$ cat config.mk
export PLATFORM = sky130hd
export DESIGN_NAME = vq_decompress
export DESIGN_NICKNAME = d
export VERILOG_FILES = /design/src/rtl/vq_pkg.sv /design/src/rtl/vq_codebook_rf.sv /design/src/rtl/vq_decompress.sv
export SDC_FILE = /design/constraint.sdc
export NUM_CORES = 1
export LEC_CHECK = 0
export ABC_AREA = 1
export ABC_CLOCK_PERIOD_IN_PS = 12100
export CORE_ASPECT_RATIO = 1.5
export CORE_UTILIZATION = 35
export CTS_CLUSTER_SIZE = 20
export DETAILED_ROUTE_END_ITERATION = 8
export PLACE_DENSITY = 0.47
export SETUP_SLACK_MARGIN = 0.4
export SLEW_MARGIN = 30
export SYNTH_ARGS = -nofsm -noshare
export SYNTH_HDL_FRONTEND = slang
export SYNTH_SLANG_ARGS = --single-unit
$ cat constraint.sdc
create_clock -name clk -period 12.1 [get_ports clk]
set_clock_uncertainty 0.15 [all_clocks]
set_input_delay 3.025 -clock clk [delete_from_list [all_inputs] [get_ports clk]]
set_output_delay 3.025 -clock clk [all_outputs]
set_load 0.03 [all_outputs]
$ cat src/rtl/vq_pkg.sv
// Shared types and default sizes for the VQ decompressor slice.
package vq_pkg;

   localparam int CB_SIZE = 64;
   localparam int IDX_W   = 6;
   localparam int DATA_W  = 24;

   typedef enum logic [1:0] {
      LOAD,
      DECODE,
      DRAIN,
      FINISH
   } vq_state_e;

   // Pixel as stored in RAM: {B,G,R}
   typedef logic [23:0] rgb_t;

endpackage

$ cat src/rtl/vq_codebook_rf.sv
// Codebook register file: one synchronous write port, one combinational read port.
module vq_codebook_rf
   import vq_pkg::*;
#(
   parameter int CB_SIZE = vq_pkg::CB_SIZE,
   parameter int IDX_W   = vq_pkg::IDX_W,
   parameter int DATA_W  = vq_pkg::DATA_W
) (
   input  logic              clk,
   input  logic              we,
   input  logic [IDX_W-1:0]  waddr,
   input  logic [DATA_W-1:0] wdata,
   input  logic [IDX_W-1:0]  raddr,
   output logic [DATA_W-1:0] rdata
);

   logic [DATA_W-1:0] mem [CB_SIZE];

   always_ff @(posedge clk) begin
      if (we) begin
         mem[waddr] <= wdata;
      end
   end

   assign rdata = mem[raddr];

endmodule

$ cat src/rtl/vq_decompress.sv
// VQ decompressor: loads the codebook from RAM1, then maps each tag to an RGB pixel in RAM2.
module vq_decompress
   import vq_pkg::*;
#(
   parameter int CB_SIZE  = vq_pkg::CB_SIZE,
   parameter int IDX_W    = vq_pkg::IDX_W,
   parameter int NUM_PIX  = 4096,
   parameter int TAG_BASE = 64,
   parameter int OUT_BASE = 0,
   parameter int ADDR_W   = 20,
   parameter int DATA_W   = vq_pkg::DATA_W
) (
   input  logic              clk,
   input  logic              rst,
   input  logic [DATA_W-1:0] RAM1_Q,
   output logic [ADDR_W-1:0] RAM1_A,
   output logic              RAM1_OE,
   output logic              RAM1_WE,
   output logic [DATA_W-1:0] RAM1_D,
   output logic [ADDR_W-1:0] RAM2_A,
   output logic [DATA_W-1:0] RAM2_D,
   output logic              RAM2_WE,
   output logic              RAM2_OE,
   output logic              tag_err,
   output logic              done
);

   localparam int CNT_W = $clog2(NUM_PIX + 1);

   vq_state_e          state, state_n;
   logic [CNT_W-1:0]   cnt, cnt_n;
   logic [ADDR_W-1:0]  addr_n;
   logic               ld_n, tg_n;

   logic               ld_vld_p0, ld_vld_p1;
   logic [IDX_W-1:0]   ld_idx_p0, ld_idx_p1;
   logic               tag_vld_p0, tag_vld_p1;
   logic [CNT_W-1:0]   pix_p0;
   logic               tag_err_q;
   logic               tag_bad;
   logic [DATA_W-1:0]  rf_rdata;

   assign RAM1_WE = 1'b0;
   assign RAM1_D  = '0;
   assign RAM2_OE = 1'b0;

   always_comb begin
      state_n = state;
      cnt_n   = cnt;
      addr_n  = '0;
      ld_n    = 1'b0;
      tg_n    = 1'b0;
      unique case (state)
         LOAD: begin
            ld_n   = 1'b1;
            addr_n = ADDR_W'(cnt);
            if (cnt == CNT_W'(CB_SIZE - 1)) begin
               state_n = DECODE;
               cnt_n   = '0;
            end else begin
               cnt_n = cnt + 1'b1;
            end
         end
         DECODE: begin
            tg_n   = 1'b1;
            addr_n = ADDR_W'(TAG_BASE) + ADDR_W'(cnt);
            if (cnt == CNT_W'(NUM_PIX - 1)) begin
               state_n = DRAIN;
               cnt_n   = '0;
            end else begin
               cnt_n = cnt + 1'b1;
            end
         end
         DRAIN:  state_n = FINISH;
         FINISH: state_n = FINISH;
      endcase
   end

   // Issue stage (p0): address on RAM1; write stage (p1): RAM1_Q is valid
   always_ff @(posedge clk) begin
      if (!rst) begin
         state      <= LOAD;
         cnt        <= '0;
         RAM1_OE    <= 1'b0;
         RAM1_A     <= '0;
         RAM2_A     <= '0;
         ld_vld_p0  <= 1'b0;
         ld_vld_p1  <= 1'b0;
         tag_vld_p0 <= 1'b0;
         tag_vld_p1 <= 1'b0;
         tag_err_q  <= 1'b0;
         done       <= 1'b0;
      end else begin
         state      <= state_n;
         cnt        <= cnt_n;
         RAM1_OE    <= ld_n | tg_n;
         RAM1_A     <= addr_n;
         RAM2_A     <= tag_vld_p0 ? ADDR_W'(OUT_BASE) + ADDR_W'(pix_p0) : '0;
         ld_vld_p0  <= ld_n;
         ld_vld_p1  <= ld_vld_p0;
         tag_vld_p0 <= tg_n;
         tag_vld_p1 <= tag_vld_p0;
         tag_err_q  <= tag_err_q | tag_bad;
         done       <= (state == FINISH);
      end
   end

   always_ff @(posedge clk) begin
      ld_idx_p0 <= cnt[IDX_W-1:0];
      ld_idx_p1 <= ld_idx_p0;
      pix_p0    <= cnt;
   end

   assign tag_bad = tag_vld_p1 && (RAM1_Q[7:IDX_W] != '0);
   assign tag_err = tag_err_q | tag_bad;
   assign RAM2_WE = tag_vld_p1;
   assign RAM2_D  = tag_vld_p1 ? rf_rdata : '0;

   vq_codebook_rf #(
      .CB_SIZE (CB_SIZE),
      .IDX_W   (IDX_W),
      .DATA_W  (DATA_W)
   ) u_rf (
      .clk   (clk),
      .we    (ld_vld_p1),
      .waddr (ld_idx_p1),
      .wdata (RAM1_Q),
      .raddr (RAM1_Q[IDX_W-1:0]),
      .rdata (rf_rdata)
   );

endmodule
; ---- Word level (Yosys, flattened, before mapping)
; Memory sizes are Yosys's and may differ from the RTL's.
; Cells that the tools add are included.
[totals]
reg_bits = 87
latch_bits = 0
ram_bits = 1536
mem_bits_ro = 0
out_inout_bits = 94
elab_cells = 46
mem_count = 1
[classes]
n_addsub = 2
mul = 0
div_mod_pow = 0
order_cmp = 0
eq_ne = 7
shift = 0
n_mux = 12
n_bitwise = 2
reduce_logical = 7
[memory_table]
columns = memory, words, word_bits, rd, rd_ports_with_merged_regs, write_ports, line_no
row1 = u_rf.mem, 64, 24, 1, 0, 1, vq_codebook_rf.sv:17  ; logic [DATA_W-1:0] mem [CB_SIZE];
[op_table]
columns = operator, count
row1 = case mux 14 bit (2 select lines), 1
row2 = two-way mux 13 bit, 2
row3 = case mux 13 bit (2 select lines), 1
row4 = two-way mux 24 bit, 1
row5 = "adder 7 x 13 -> 14 bit, first input constant", 1
row6 = "adder 13 x 1 -> 13 bit, second input constant", 1
row7 = "equality test 13 x 12 -> 1 bit, second input constant", 1
row8 = "equality test 13 x 6 -> 1 bit, second input constant", 1
row9 = case mux 2 bit (3 select lines), 1
row10 = "equality test 2 bit, second input constant", 2
row11 = two-way mux 1 bit, 4
row12 = two-way mux 2 bit, 2
row13 = "inequality test 2 bit, second input constant", 2
row14 = AND reduction 2 bit, 2
row15 = nonzero test 2 bit, 2
row16 = "equality test 2 x 1 -> 1 bit, second input constant", 1
row17 = zero test 2 bit, 1
row18 = OR 1 bit, 2
row19 = OR reduction 2 bit, 1
row20 = logical AND 1 bit, 1

; ---- Logic depth before layout (Yosys ltp)
; Gate-level depths: netlist (run 1).
[logic_depth]
ltp_word = 3
ltp_mapped = 13
mapped_depth_nobuf = 9

; ---- Hierarchy
; From an unflattened synthesis (run 1), not the netlist that was laid out.
[unflattened]
hier_cells = 5544
hier_area_um2 = 64989.8
[modules_own_cells]
columns = module, instances, cells_per_inst, area_each_um2, seq_area_each_um2
row1 = vq_codebook_rf, 1, 5206, 62274.7, 46124.2
row2 = vq_decompress, 1, 338, 2715.1, 1361.3

; ---- Worst setup path before layout (run 1)
; Ideal clock, no wire load.
[synth_path]
path_kind = input to output
startpoint = input RAM1_Q[0]
endpoint = output RAM2_D[0]
arrival_ns = 4.538
slack_ns = 4.387
path_stages = 13
path_buffers = 4
path_cell_list = buf_4 clkinv_2 buf_8 buf_6 buf_6 nand2_1 nand3_1 nand3_1 nand2_1 nand2_1 nand3_1 nand3_1 a21oi_1
[synth_between]
elab_chain_cells = 2
[synth_rtl]
columns = item, line_no
row1 = start: declaration, vq_decompress.sv:15  ; input logic [DATA_W-1:0] RAM1_Q,
row2 = memory read (64 x 24 bit), -
row3 = two-way mux 24 bit, vq_decompress.sv:117  ; assign RAM2_D = tag_vld_p1 ? rf_rdata : '0;
row4 = end: declaration, vq_decompress.sv:21  ; output logic [DATA_W-1:0] RAM2_D,
; No other way between the ends.

; ---- Worst setup path after layout (run 1)
[layout_path]
startpoint = input RAM1_Q[0]
endpoint = output RAM2_D[5]
; The elaborated chain is that of the path after synthesis.

==> metrics.txt, run 1 <==
# TYPE chip_impl_metric gauge
chip_impl_metric{name="area_growth_from_synthesis_to_final_layout",unit="%"} 12.2
chip_impl_metric{name="cts-root-to-sink-buffers",unit=""} 4
chip_impl_metric{name="finalCritPeriodShare",unit=""} 0.831
chip_impl_metric{name="first_global_vias",unit=""} 40415
chip_impl_metric{name="postSynth.asyncResetShare",unit=""} 0
chip_impl_metric{name="finalInstanceArea",unit="um2"} 72600
chip_impl_metric{name="synth.distinct_cells",unit=""} 31
chip_impl_metric{name="cap_viol_max_count",unit=""} 0
chip_impl_metric{name="timing.slew.headroom",unit=""} 0.325
chip_impl_metric{name="worst-path-max-fanout",unit=""} 161
chip_impl_metric{name="internal_power",unit="mW"} 8.84
chip_impl_info{name="critical_path.top_delay_family",value="buffers and inverters"} 1
chip_impl_info{name="critical_path.cell_chain",value="buf_8, inv_16, buf_4, nand2_1, nand3_1, nand3_1, nand2_1, nand2_1, nand3_1, nand3_1, a21oi_1, clkdlybuf4s50_1"} 1
chip_impl_metric{name="global_route.overflow_total",unit=""} 0
chip_impl_metric{name="drtPass1Iterations",unit=""} 5
chip_impl_metric{name="ys_seq_elements",unit=""} 1604
chip_impl_metric{name="yosys_warnings",unit=""} 0
chip_impl_metric{name="ir_worst_vdd",unit="mV"} 0.116
chip_impl_metric{name="die_height",unit="um"} 529
chip_impl_info{name="post_synth_main_area_contributors",value="sky130_fd_sc_hd__edfxtp_1, sky130_fd_sc_hd__nand2_1, sky130_fd_sc_hd__nand3_1"} 1
chip_impl_metric{name="clock_tree.htree_level_count",unit=""} 4
chip_impl_metric{name="average_wire_per_standard_cell",unit="um"} 25.2
chip_impl_metric{name="port_buffers",unit=""} 80
chip_impl_metric{name="clk-insertion-delay-late",unit="ns"} 0.80
chip_impl_metric{name="design.final.nets",unit=""} 5543
chip_impl_metric{name="number_of_synthesized_flops_with_an_enable_pin",unit=""} 1536
chip_impl_info{name="tritoncts",value="built"} 1
chip_impl_metric{name="grt_start_max_net_pins",unit=""} 162
chip_impl_metric{name="synth_sequential_area_ratio",unit=""} 0.734
chip_impl_metric{name="power_frac_comb",unit=""} 0.066
chip_impl_metric{name="final_period_minus_worst_setup_slack",unit="ns"} 10.06
chip_impl_metric{name="violation_count_after_the_first_detailed_routing_iteration",unit=""} 3217
chip_impl_info{name="synthDominantAreaCellType",value="sky130_fd_sc_hd__edfxtp_1"} 1
chip_impl_metric{name="clk_transition_reported_paths",unit="ns"} 0.07
chip_impl_info{name="reg2reg_start",value="ld_idx_p1[0]"} 1
chip_impl_metric{name="setup_tns_final",unit="ns"} 0
chip_impl_metric{name="cts_hold_buffers",unit=""} 0
chip_impl_info{name="critical_path_startpoint_category",value="primary input"} 1
chip_impl_info{name="crit_path_from",value="RAM1_Q[0]"} 1
chip_impl_metric{name="final_routed_drc_violation_total",unit=""} 0
chip_impl_info{name="grt_setup_unrepaired",value="false"} 1
chip_impl_info{name="worstSetupEndpointType",value="output pin"} 1
chip_impl_metric{name="grt_pass1_wl",unit="mm"} 291
chip_impl_metric{name="max_stage_delay",unit="ns"} 0.77
chip_impl_metric{name="switching_share",unit=""} 0.234
chip_impl_metric{name="multiInputGateArea",unit="um2"} 15100
chip_impl_metric{name="timing.critical_path.arrival",unit="ns"} 6.88
chip_impl_metric{name="ff_latch_area",unit="um2"} 47500
chip_impl_metric{name="power_per_cell_area",unit="nW/um2"} 159
chip_impl_metric{name="maxClockFrequency",unit="MHz"} 99.4
chip_impl_metric{name="syn-mean-instance-area",unit="um2"} 11.8
chip_impl_metric{name="power.clock.fraction",unit=""} 0.404
chip_impl_info{name="worstSetupPathType",value="in2out"} 1
chip_impl_metric{name="cts_buffers",unit=""} 159
chip_impl_metric{name="pwr-share-seq",unit=""} 0.530
chip_impl_metric{name="rows",unit=""} 192
chip_impl_metric{name="power_leakage",unit="nW"} 25.5
chip_impl_metric{name="cts_resized",unit=""} 0
chip_impl_info{name="run_status",value="complete, no violations"} 1
chip_impl_info{name="hold_path_startpoint",value="pix_p0[0]"} 1
chip_impl_info{name="cpMostUsedCell",value="sky130_fd_sc_hd__nand3_1"} 1
chip_impl_info{name="synthFlopType",value="sky130_fd_sc_hd__edfxtp_1"} 1
chip_impl_metric{name="post-layout-total-power",unit="mW"} 11.5
chip_impl_metric{name="place_area",unit="um2"} 67900
chip_impl_metric{name="crit_required",unit="ns"} 8.92
chip_impl_info{name="root_buffer",value="sky130_fd_sc_hd__clkbuf_16"} 1
chip_impl_metric{name="core_region_area",unit="um2"} 183000
chip_impl_metric{name="drive_gt1_frac",unit=""} 0.0759
chip_impl_metric{name="layoutNonFillerInstCount",unit=""} 8054
chip_impl_metric{name="setup_viol",unit=""} 0
chip_impl_metric{name="finalWirelength",unit="mm"} 203
chip_impl_metric{name="initial_utilization",unit=""} 0.354
chip_impl_metric{name="vias",unit=""} 41496
chip_impl_metric{name="antenna_found_initial",unit=""} 6
chip_impl_metric{name="mappedNetlistArea",unit="um2"} 64700
chip_impl_metric{name="net-switching-power",unit="mW"} 2.70
chip_impl_metric{name="yosys.area.top_type_share",unit=""} 0.713
chip_impl_info{name="critical_path.slowest_cell",value="sky130_fd_sc_hd__clkdlybuf4s50_1"} 1
chip_impl_metric{name="place.gp.congestion",unit=""} 0.822
chip_impl_metric{name="layout.filler_cells",unit=""} 17577
chip_impl_info{name="post-synth-top-count-cell",value="sky130_fd_sc_hd__nand2_1"} 1
chip_impl_metric{name="antenna_violating_nets_post_route",unit=""} 0
chip_impl_metric{name="timing_max_transition_violations_final",unit=""} 0
chip_impl_metric{name="post_synth_inst_count",unit=""} 5484
chip_impl_metric{name="report.final.hold_viol_count",unit=""} 0
chip_impl_metric{name="worstMarginPinSlew",unit="ns"} 1.01
chip_impl_metric{name="viasPerCell",unit=""} 5.15
chip_impl_metric{name="critical_path.n_buffers_inverters",unit=""} 4
chip_impl_metric{name="globalRouteTotalUtil",unit=""} 0.214
chip_impl_metric{name="die_width",unit="um"} 353
chip_impl_metric{name="boundaryPins",unit=""} 120
chip_impl_metric{name="place.detailed.hpwl",unit="mm"} 110
chip_impl_metric{name="post-cts-setup-buffer-count",unit=""} 0
chip_impl_info{name="worstHoldPathType",value="reg2reg"} 1
chip_impl_metric{name="dp.cells",unit=""} 7777
chip_impl_info{name="post_synth_most_frequent_cells",value="sky130_fd_sc_hd__nand2_1, sky130_fd_sc_hd__edfxtp_1, sky130_fd_sc_hd__nand3_1"} 1
chip_impl_metric{name="die_area",unit="um2"} 187000
chip_impl_metric{name="cts.sinks",unit=""} 1604
area by class of cell:
class,count,area share
Clock inverter,78,0.00677
Multi-Input combinational cell,3485,0.209
Tap cell,2425,0.0418
Antenna cell,3,0.000103
Clock buffer,195,0.0581
Inverter,49,0.00303
Sequential cell,1604,0.654
Timing Repair Buffer,215,0.0276
final timing paths:
path,end,slack [ns],cells after the start
worst min register to register,ld_idx_p1[0],0.20,0
worst max-delay path,RAM2_D[5],2.04,12
worst max register to register,u_rf.mem[44][22],8.65,4
worst min-delay path,ld_idx_p1[0],0.20,0
logic make-up after synthesis:
group,share of synthesized area
DFF,0.734
other,0.0000579
adders and majority gates,0.000580
buffers and inverters,0.0379
and+or+nand+nor,0.223
AOI/OAI and AO/OA,0.00410
xor gates and xnor gates,0.000812
sequential cells by signal (all words and copies together), names as in the netlist:
name        cells
ld_vld_p0       1
ld_vld_p1       1
RAM1_A         14
tag_vld_p0      1
RAM1_OE         1
RAM2_WE         1
state           2
ld_idx_p1       6
done            1
tag_err_q       1
pix_p0         13
RAM2_A         13
cnt            13
u_rf.mem     1536
worst register-to-register path, cell delays in order, from the launching register on:
cell and delay [ns]:
sky130_fd_sc_hd__dfxtp_1 0.45, sky130_fd_sc_hd__inv_1 0.31, sky130_fd_sc_hd__nand4_1 0.73, sky130_fd_sc_hd__nor2_2 0.99, sky130_fd_sc_hd__buf_4 0.45
power by group through the flow:
stage,Sequential [mW],Clock (mW),Combinational [mW]
finish,6.12,4.67,0.757
floorplan,6.24,0,0.423
global route,6.12,4.95,0.816
CTS,6.12,4.76,0.769
global placement,6.24,0,0.765
detailed placement,6.24,0,0.768
per-layer routing:
metal  global-route usage  part of all wire  vias up
met5                    0                 0        -
met4               0.0977             0.048        0
met3               0.0220             0.041      316
met2                0.381              0.51     1103
met1                0.259              0.40    20872
li1                     -                 -    19205
placed cells by master (no fill, tap or decap), drive strengths merged:
cell and instances:
inv 55, buf 159, diode 3, o21ai 10, a211oi 1, or2 1, nor4 11, ha 3
nand4 15, nor2 99, clkinvlp 3, nand3 1312, o31ai 1, xor2 5, clkbuf 195, a21oi 37
bufinv 5, clkinv 64, xnor2 1, a22o 1, nand2 1943, edfxtp 1536, nor3 5, a31oi 1
dfxtp 68, conb 39, clkdlybuf4s50 56
stage by stage:
stage / hold slack (ns) / setup WS, ns / util
global placement: 0.196 / 2.23 / 0.371
CTS: 0.203 / 2.22 / 0.396
floorplan: 0.180 / 4.39 / -
detailed placement: 0.194 / 2.23 / 0.371
global route: 0.209 / 2.03 / 0.397
finish: 0.200 / 2.04 / 0.397
Note: power is estimated with default switching activity, not from simulation.
==> inputs of run 2 (changes only) <==
Settings changed: ABC_CLOCK_PERIOD_IN_PS 12100 to 9300.
Clock period 12.1 ns to 9.3 ns, I/O delays scaled along.
==> run 2 against run 1 <==
Against the previous run: power is 32% higher; clock power is 35% higher; combinational power is 33% higher; non-clock buffer count is 37 higher; setup slack worse by 0.62 ns.
==> metrics.txt, run 2 (synthesis results as in run 1) <==
# TYPE chip_impl_metric gauge
chip_impl_info{name="run_status",value="complete, no violations"} 1
chip_impl_metric{name="grt_start_max_net_pins",unit=""} 140
chip_impl_metric{name="final_routed_drc_violation_total",unit=""} 0
chip_impl_metric{name="die_area",unit="um2"} 187000
chip_impl_metric{name="antenna_found_initial",unit=""} 6
chip_impl_metric{name="crit_required",unit="ns"} 6.83
chip_impl_metric{name="cts_hold_buffers",unit=""} 0
chip_impl_metric{name="maxClockFrequency",unit="MHz"} 127
chip_impl_metric{name="setup_viol",unit=""} 0
chip_impl_metric{name="timing.slew.headroom",unit=""} 0.308
chip_impl_metric{name="post-cts-setup-buffer-count",unit=""} 0
chip_impl_metric{name="antenna_violating_nets_post_route",unit=""} 0
chip_impl_metric{name="finalWirelength",unit="mm"} 205
chip_impl_metric{name="violation_count_after_the_first_detailed_routing_iteration",unit=""} 3805
chip_impl_metric{name="number_of_flip_flops_in_the_largest_register",unit=""} 1536
chip_impl_info{name="reg2reg_start",value="ld_idx_p1[2]"} 1
chip_impl_metric{name="port_buffers",unit=""} 80
chip_impl_metric{name="clk-insertion-delay-late",unit="ns"} 0.80
chip_impl_metric{name="worst_hold_slack",unit="ns"} 0.213
chip_impl_metric{name="average_wire_per_standard_cell",unit="um"} 25.4
chip_impl_metric{name="boundaryPins",unit=""} 120
chip_impl_info{name="top_regs",value="u_rf.mem (1536), RAM1_A (14)"} 1
chip_impl_metric{name="worstMarginPinSlew",unit="ns"} 1.04
chip_impl_info{name="worstSetupPathType",value="in2out"} 1
chip_impl_metric{name="finalInstanceArea",unit="um2"} 73500
chip_impl_metric{name="layout.core_utilization",unit=""} 0.401
chip_impl_info{name="worstHoldPathType",value="reg2reg"} 1
chip_impl_metric{name="final_period_minus_worst_setup_slack",unit="ns"} 7.88
chip_impl_metric{name="setup_tns_final",unit="ns"} 0
chip_impl_info{name="final_cell_mix",value="sky130_fd_sc_hd__nand2_1, sky130_fd_sc_hd__edfxtp_1, sky130_fd_sc_hd__nand3_1, sky130_fd_sc_hd__clkbuf_16, sky130_fd_sc_hd__buf_4"} 1
chip_impl_metric{name="power_per_cell_area",unit="nW/um2"} 208
chip_impl_metric{name="cap_viol_max_count",unit=""} 0
chip_impl_metric{name="grt_pass1_wl",unit="mm"} 294
chip_impl_metric{name="finalCritPeriodShare",unit=""} 0.847
chip_impl_info{name="root_buffer",value="sky130_fd_sc_hd__clkbuf_16"} 1
chip_impl_metric{name="cts-root-to-sink-buffers",unit=""} 4
chip_impl_metric{name="initial_utilization",unit=""} 0.354
chip_impl_info{name="regToRegEndpoint",value="u_rf.mem[41][3]"} 1
chip_impl_metric{name="ir_worst_vdd",unit="mV"} 0.146
chip_impl_metric{name="globalRouteTotalUtil",unit=""} 0.216
chip_impl_info{name="registers.top_by_ff_count",value="u_rf.mem"} 1
chip_impl_metric{name="place_area",unit="um2"} 68600
chip_impl_info{name="worstSetupEndpointType",value="output pin"} 1
chip_impl_metric{name="final_critical_path_setup_slack",unit="ns"} 1.42
chip_impl_metric{name="clk_transition_reported_paths",unit="ns"} 0.07
chip_impl_metric{name="die_height",unit="um"} 529
chip_impl_metric{name="cts.sinks",unit=""} 1604
chip_impl_metric{name="drtPass1Iterations",unit=""} 5
chip_impl_metric{name="timing.critical_path.arrival",unit="ns"} 5.40
chip_impl_info{name="critical_path.cell_chain",value="buf_8, inv_16, buf_12, buf_4, nand2_1, nand3_1, nand3_1, nand2_1, nand2_1, nand3_1, nand3_1, a21oi_1, buf_12"} 1
chip_impl_metric{name="core_region_area",unit="um2"} 183000
chip_impl_metric{name="design.final.nets",unit=""} 5581
chip_impl_metric{name="cts_resized",unit=""} 0
chip_impl_metric{name="viasPerCell",unit=""} 5.20
chip_impl_info{name="cpMostUsedCell",value="sky130_fd_sc_hd__nand3_1"} 1
chip_impl_metric{name="layout.filler_cells",unit=""} 17451
chip_impl_info{name="critical_path_startpoint_category",value="primary input"} 1
chip_impl_metric{name="place.gp.congestion",unit=""} 0.824
chip_impl_metric{name="max_stage_delay",unit="ns"} 0.62
chip_impl_info{name="grt_setup_unrepaired",value="false"} 1
chip_impl_metric{name="rows",unit=""} 192
chip_impl_metric{name="report.final.hold_viol_count",unit=""} 0
chip_impl_metric{name="regToRegSetupSlack",unit="ns"} 5.77
chip_impl_metric{name="worst-path-max-fanout",unit=""} 121
chip_impl_info{name="layout.cells.most_common",value="sky130_fd_sc_hd__nand2_1"} 1
chip_impl_metric{name="timing_max_transition_violations_final",unit=""} 0
chip_impl_info{name="crit_path_to",value="RAM2_D[15]"} 1
chip_impl_info{name="tritoncts",value="built"} 1
chip_impl_metric{name="cts_buffers",unit=""} 160
chip_impl_info{name="critical_path.top_delay_family",value="buffers and inverters"} 1
chip_impl_metric{name="drive_gt1_frac",unit=""} 0.0883
chip_impl_metric{name="area_growth_from_synthesis_to_final_layout",unit="%"} 13.5
chip_impl_metric{name="first_global_vias",unit=""} 41098
chip_impl_metric{name="critical_path.n_buffers_inverters",unit=""} 5
chip_impl_metric{name="global_route.overflow_total",unit=""} 0
chip_impl_metric{name="power_leakage",unit="nW"} 25.9
chip_impl_metric{name="cell_depth_of_the_worst_setup_path",unit=""} 13
chip_impl_metric{name="dp_worst_setup_slack",unit="ns"} 1.49
chip_impl_info{name="critical_path.slowest_cell",value="sky130_fd_sc_hd__a21oi_1"} 1
chip_impl_info{name="crit_path_from",value="RAM1_Q[0]"} 1
chip_impl_metric{name="place.detailed.hpwl",unit="mm"} 113
chip_impl_metric{name="clock_tree.htree_level_count",unit=""} 4
chip_impl_metric{name="vias",unit=""} 42051
chip_impl_metric{name="ff2ff_path_depth",unit=""} 4
chip_impl_metric{name="die_width",unit="um"} 353
## run 2: worst min-delay path by stage
stage                         start            to  slack [ns]  cells past startpoint
after floorplan              cnt[9]     pix_p0[9]        0.18                      0
after global placement    pix_p0[3]  ld_idx_p1[3]        0.21                      0
after detailed placement  pix_p0[3]  ld_idx_p1[3]        0.21                      0
after CTS                 pix_p0[3]  ld_idx_p1[3]        0.22                      0
after global routing      pix_p0[3]  ld_idx_p1[3]        0.23                      0
final                     pix_p0[3]  ld_idx_p1[3]        0.21                      0
## run 2: final cells by class
cell class / count / area, um2 / share of cell area
antenna: 2 / 5.00 / 0.0000681
clock buffer: 194 / 4170 / 0.0568
clock inverter: 76 / 703 / 0.00957
inverter: 49 / 220 / 0.00300
multi-input combinational: 3485 / 15100 / 0.206
sequential: 1604 / 47500 / 0.646
tap: 2425 / 3030 / 0.0413
timing repair buffer: 252 / 2690 / 0.0366
## run 2: routing by layer
layer / share of wire / vias up / global-route usage
li1: - / 19285 / -
met1: 0.40 / 21202 / 0.264
met2: 0.51 / 1249 / 0.383
met3: 0.048 / 315 / 0.0282
met4: 0.043 / 0 / 0.0905
met5: 0 / - / 0
## run 2: report_power, final
part           switching (mW)  internal, mW  leakage [nW]
sequential             0.0240          7.94          14.4
clock                    2.74          3.55          2.39
combinational           0.779         0.228          9.20
## run 2: metrics by stage
stage / power (mW) / cells
4_1_cts: 15.4 / 8085
5_1_grt: 15.7 / 8086
3_3_place_gp: 9.14 / 7811
3_5_place_dp: 9.14 / 7815
2_1_floorplan: 8.67 / 5522
6_report: 15.3 / 8087
